File: config.mk
export PLATFORM = sky130hd
export DESIGN_NAME = piso_tx
export DESIGN_NICKNAME = d
export VERILOG_FILES = /design/src/rtl/piso_tx.sv
export SDC_FILE = /design/constraint.sdc
export NUM_CORES = 1
export LEC_CHECK = 0
export ABC_AREA = 1
export CAP_MARGIN = 20
export CORE_MARGIN = 3
export CORE_UTILIZATION = 30
export CTS_CLUSTER_SIZE = 10
export DETAILED_ROUTE_END_ITERATION = 12
export PLACE_DENSITY_LB_ADDON = 0.25
export SLEW_MARGIN = 20
export SYNTH_ARGS = -nofsm -noshare
export SYNTH_HDL_FRONTEND = slang
export SYNTH_SLANG_ARGS = --single-unit
File: constraint.sdc
create_clock -name clk -period 1.7 [get_ports clk]
set_input_delay 0.34 -clock clk [delete_from_list [all_inputs] [get_ports clk]]
set_output_delay 0.34 -clock clk [all_outputs]
set_load 0.01 [all_outputs]
File: src/rtl/piso_tx.sv
// piso_tx: framed parallel-in serial-out transmitter.
// Accepts a word over valid/ready and sends it one bit per clock on sout as
// start(1), WIDTH data bits, optional parity, stop(0). sout idles low.
// A new word may be accepted during the stop bit, so frames can run
// back-to-back with no idle cycle between them.
module piso_tx #(
  parameter int WIDTH      = 8,     // data bits per frame, 2..32
  parameter bit MSB_FIRST  = 1'b1,  // 1: bit WIDTH-1 goes out first
  parameter bit PARITY_EN  = 1'b0,  // 1: parity bit after the data bits
  parameter bit PARITY_ODD = 1'b0   // parity sense: 0 even, 1 odd
) (
  input  logic             clk,
  input  logic             rst,
  input  logic [WIDTH-1:0] din,
  input  logic             din_valid,
  output logic             din_ready,
  output logic             sout,
  output logic             busy,
  output logic             frame_done
);

  localparam int             CW       = $clog2(WIDTH);
  localparam logic [CW-1:0]  CNT_LAST = CW'(WIDTH - 1);

  // One state per bit period on the line.
  typedef enum logic [2:0] {
    IDLE,
    START,
    DATA,
    PARITY,
    STOP
  } state_e;

  state_e           state_q, state_d;
  logic [CW-1:0]    cnt_q, cnt_d;
  logic [WIDTH-1:0] shreg_q, shreg_d;
  logic             sout_q, sout_d;
  logic             fd_q, fd_d;
  logic             accept;
  logic [CW-1:0]    bit_idx;

  // Words are taken only when the line is idle or on the final (stop) bit,
  // and never while reset is held.
  assign din_ready = !rst && ((state_q == IDLE) || (state_q == STOP));
  assign accept    = din_valid && din_ready;

  // Next-state logic: latch the word on accept, count data bits in DATA.
  always_comb begin
    state_d = state_q;
    cnt_d   = cnt_q;
    shreg_d = shreg_q;
    case (state_q)
      IDLE: begin
        if (accept) begin
          state_d = START;
          shreg_d = din;
        end
      end
      START: begin
        state_d = DATA;
        cnt_d   = '0;
      end
      DATA: begin
        if (cnt_q == CNT_LAST) begin
          state_d = PARITY_EN ? PARITY : STOP;
        end else begin
          cnt_d = cnt_q + CW'(1);
        end
      end
      PARITY: begin
        state_d = STOP;
      end
      STOP: begin
        if (accept) begin
          state_d = START;
          shreg_d = din;
        end else begin
          state_d = IDLE;
        end
      end
      default: begin
        state_d = IDLE;
      end
    endcase
  end

  // Line value for the upcoming bit period. It is derived from the next
  // state so that sout can be a plain flop aligned with state_q.
  always_comb begin
    sout_d  = 1'b0;
    fd_d    = 1'b0;
    bit_idx = MSB_FIRST ? (CNT_LAST - cnt_d) : cnt_d;
    case (state_d)
      START:   sout_d = 1'b1;
      DATA:    sout_d = shreg_d[bit_idx];
      // Parity is taken from the latched word; din may already have moved on.
      PARITY:  sout_d = (^shreg_d) ^ PARITY_ODD;
      STOP: begin
        sout_d = 1'b0;
        fd_d   = 1'b1;
      end
      default: sout_d = 1'b0;
    endcase
  end

  // State and output registers; reset abandons any frame in flight.
  always_ff @(posedge clk) begin
    if (rst) begin
      state_q <= IDLE;
      cnt_q   <= '0;
      shreg_q <= '0;
      sout_q  <= 1'b0;
      fd_q    <= 1'b0;
    end else begin
      state_q <= state_d;
      cnt_q   <= cnt_d;
      shreg_q <= shreg_d;
      sout_q  <= sout_d;
      fd_q    <= fd_d;
    end
  end

  assign sout       = sout_q;
  assign frame_done = fd_q;
  assign busy       = (state_q != IDLE);

endmodule

==> qor.csv, run 1 <==
stage,metric,value,unit
setup_path,r2r worst-path depth,10,
layout,Register Area,328,µm²
global_route,GRT overflow,0,
clock_network,Post-CTS Hold Fix Bufs,0,
route,met3 wire length,165,µm
global_route,first-pass GRT wire length,3250,µm
route,DRT iter0 DRCs,20,
place,pre-CTS WS,-0.161,ns
min_path,worst hold path class,reg2reg,
timing,Pins Over Slew Limit,0,
die,Die Wd,59.0,µm
yosys,Area contributors post-synth,"dfxtp_1 38%, nand2_1 13%, inv_1 11%",
die,die area,0.00348,mm²
yosys,Mean Syn Cell Area,6.59,µm²
setup_path,R2R setup slack,0.17,ns
power_and_ir_drop,Max VDD drop,0.428,mV
clock_network,root buffer cell,clkbuf_4,
clock_network,CTS Buffer Depth,2,
global_route,largest net degree at the start of global routing,16,
layout,Final Util,0.441,
setup_path,Critical Path Sink,sout$_SDFF_PP0_,
clock_network,Skew-Pair Late Insertion Delay,0.29,ns
power_and_ir_drop,static leakage,0.579,nW
route,wl on met1,857,µm
timing,TNS Setup,0,ns
route,Met2 Wirelength,806,µm
timing,worst-margin pin slew,0.250,ns
route,Final ANT Viol Nets,0,
yosys,YS warnings,0,
run,max cap viols,0,
route,DRC,0,
route,DR pass1 iterations,4,
clock_network,H-Tree Depth,1,
timing,Clock Skew,0.00120,ns
setup_path,Critical Path Start Type,primary input,
yosys,Seq cells post-synth,16,
yosys,Synth Cell Area,843,µm²
place,PortBufs,14,
global_route,initial antenna violation count,0,
setup_path,Worst Path Arrival,1.77,ns
die,die height,59.0,µm
layout,share of post-route cells with drive strength above 1,0.182,
setup_path,reg-to-reg endpoint,sout$_SDFF_PP0_,
layout,area of the multi-input gates,410,µm²
route,Avg WL per Cell,10.0,µm
timing,Fmax,648,MHz
global_route,Total GRT Usage,0.124,
timing,# setup viols final,0,
setup_path,worst r2r src,cnt_q[0]$_SDFF_PP0_,
yosys,Mapped Nets,140,
setup_path,Worst Setup End Kind,flip-flop,
layout,Synth-to-Final Area Change,34.1,%
global_route,vias in the first global route,784,
die,core area,0.00257,mm²
layout,final-stage net count,168,
timing,hold_ws,0.548,ns
route,detailed-route vias per instance,4.61,
clock_network,total clock sinks,16,
yosys,Yosys top cell area share,0.380,
yosys,post-synthesis instance total,128,
setup_path,CP startpoint,rst,
timing,Rel. slew slack,0.833,
place,Placed Instances,181,
setup_path,critical path type,in2reg,
timing,final worst-path cycle share,0.908,
yosys,post-synthesis sequential area ratio,0.380,
die,# IOs,15,
power_and_ir_drop,Overall Power,0.841,mW
layout,Final Instance Area,0.00113,mm²
place,DP Area,0.00109,mm²
timing,RSZ-0062 raised after global routing,yes,
clock_network,Clock Pin Slew Worst Setup and Hold Paths,0.09,ns
timing,Final WS setup,0.156,ns
timing,minimum clock period,1.54,ns
place,dpl hpwl,1410,µm
timing,Final Hold Vio Count,0,
clock_network,postcts setup bufs,0,
layout,Final Instance Count excl. Fillers,184,
layout,Filler cells,302,
route,Vias,849,
setup_path,critical path peak fanout,11,
clock_network,CTS Buf Count,3,
run_status,outcome,"finished, final reports clean",
setup_path,WP data required,1.93,ns
clock_network,CTS tree,built,
route,uppermost layer routed,met4,
yosys,count of cell types in the netlist,21,
route,detailed-route wire length,1850,µm
yosys,dominant cell type by area after synthesis,dfxtp_1,
power_and_ir_drop,Power Density,743,mW/mm²
die,Initial Util,0.328,
die,Rows,18,
layout,# diodes,0,
place,global placer's final weighted congestion,0.804,
## worst max-delay path, cell delays in order
cell             delay, ns
clkdlybuf4s50_1       0.42
buf_4                 0.14
inv_2                 0.05
nand3_2               0.20
nand2_1               0.12
nand2_1               0.08
nand3_1               0.07
nand3_1               0.08
nand3_1               0.09
nand3_1               0.06
a21oi_1               0.11
## final cells by class
cell class,instances,area share
tap,30,0.0332
inverter,25,0.0830
multi-input combinational,83,0.363
clock buffer,3,0.0199
sequential,16,0.290
timing repair buffer,27,0.211
## where the power goes
part / internal [mW] / switching [mW]
clock network: 0.0825 / 0.124
registers: 0.397 / 0.0130
logic: 0.111 / 0.112
total: 0.591 / 0.249
## state kept, by name (all words and copies together), names as in the netlist
register and cells:
sout 1, shreg_q 8, state_q 3, frame_done 1, cnt_q 3
## synthesized netlist by cell type
master,instances
nor3_1,1
nor2_1,14
nand4_1,7
dfxtp_1,16
nand3_1,16
a21oi_1,2
buf_1,1
nor2_4,1
ha_1,1
o21ai_1,2
clkbuf_1,1
buf_2,1
nand2_2,3
nand3_2,2
inv_1,24
nand3b_1,1
buf_6,1
nor3b_1,2
inv_2,1
nor2_2,1
nand2_1,30
## logic make-up after synthesis
logic type,synth area share
simple gates,0.442
buf+inv,0.139
flops,0.380
compound gates,0.0237
fa+ha+maj,0.0148
## worst min-delay path by stage
stage | start | endpoint | cells after the start
6_report | shreg_q[3]$_SDFF_PP0_ | shreg_q[3]$_SDFF_PP0_ | 4
5_1_grt | state_q[1]$_SDFF_PP0_ | state_q[2]$_SDFF_PP0_ | 2
4_1_cts | shreg_q[3]$_SDFF_PP0_ | shreg_q[3]$_SDFF_PP0_ | 4
3_5_place_dp | shreg_q[3]$_SDFF_PP0_ | shreg_q[3]$_SDFF_PP0_ | 4
3_3_place_gp | shreg_q[3]$_SDFF_PP0_ | shreg_q[3]$_SDFF_PP0_ | 4
2_1_floorplan | shreg_q[3]$_SDFF_PP0_ | shreg_q[3]$_SDFF_PP0_ | 4
## placed cells by master, fill, tap and decap left out, types with 3 or more instances in the layout
cell type        Yosys  final
nand2_1             30     29
nand4_1              7      7
inv_1               24     24
clkbuf_4             0      3
clkdlybuf4s50_1      0     12
nand3_1             16     16
buf_4                0     13
nand2_2              3      4
dfxtp_1             16     14
nor2_1              14     13
## routing by layer
layer	vias up	GRT usage
met5	-	0
met3	2	0.0479
li1	457	-
met2	27	0.181
met4	0	0.0518
met1	363	0.161
## what timing repair did
item                       in CTS  in global routing
pin swaps                       0                  0
gates resized for setup         3                  5
setup endpoints to repair       2                  2
No activity file was read; power rests on OpenSTA's default activity.
==> run 2: changes to the inputs <==
- CAP_MARGIN: 20 -> 40
==> results of run 2 <==
Same layout as run 1: the final DEF is identical, and so are final timing and power.
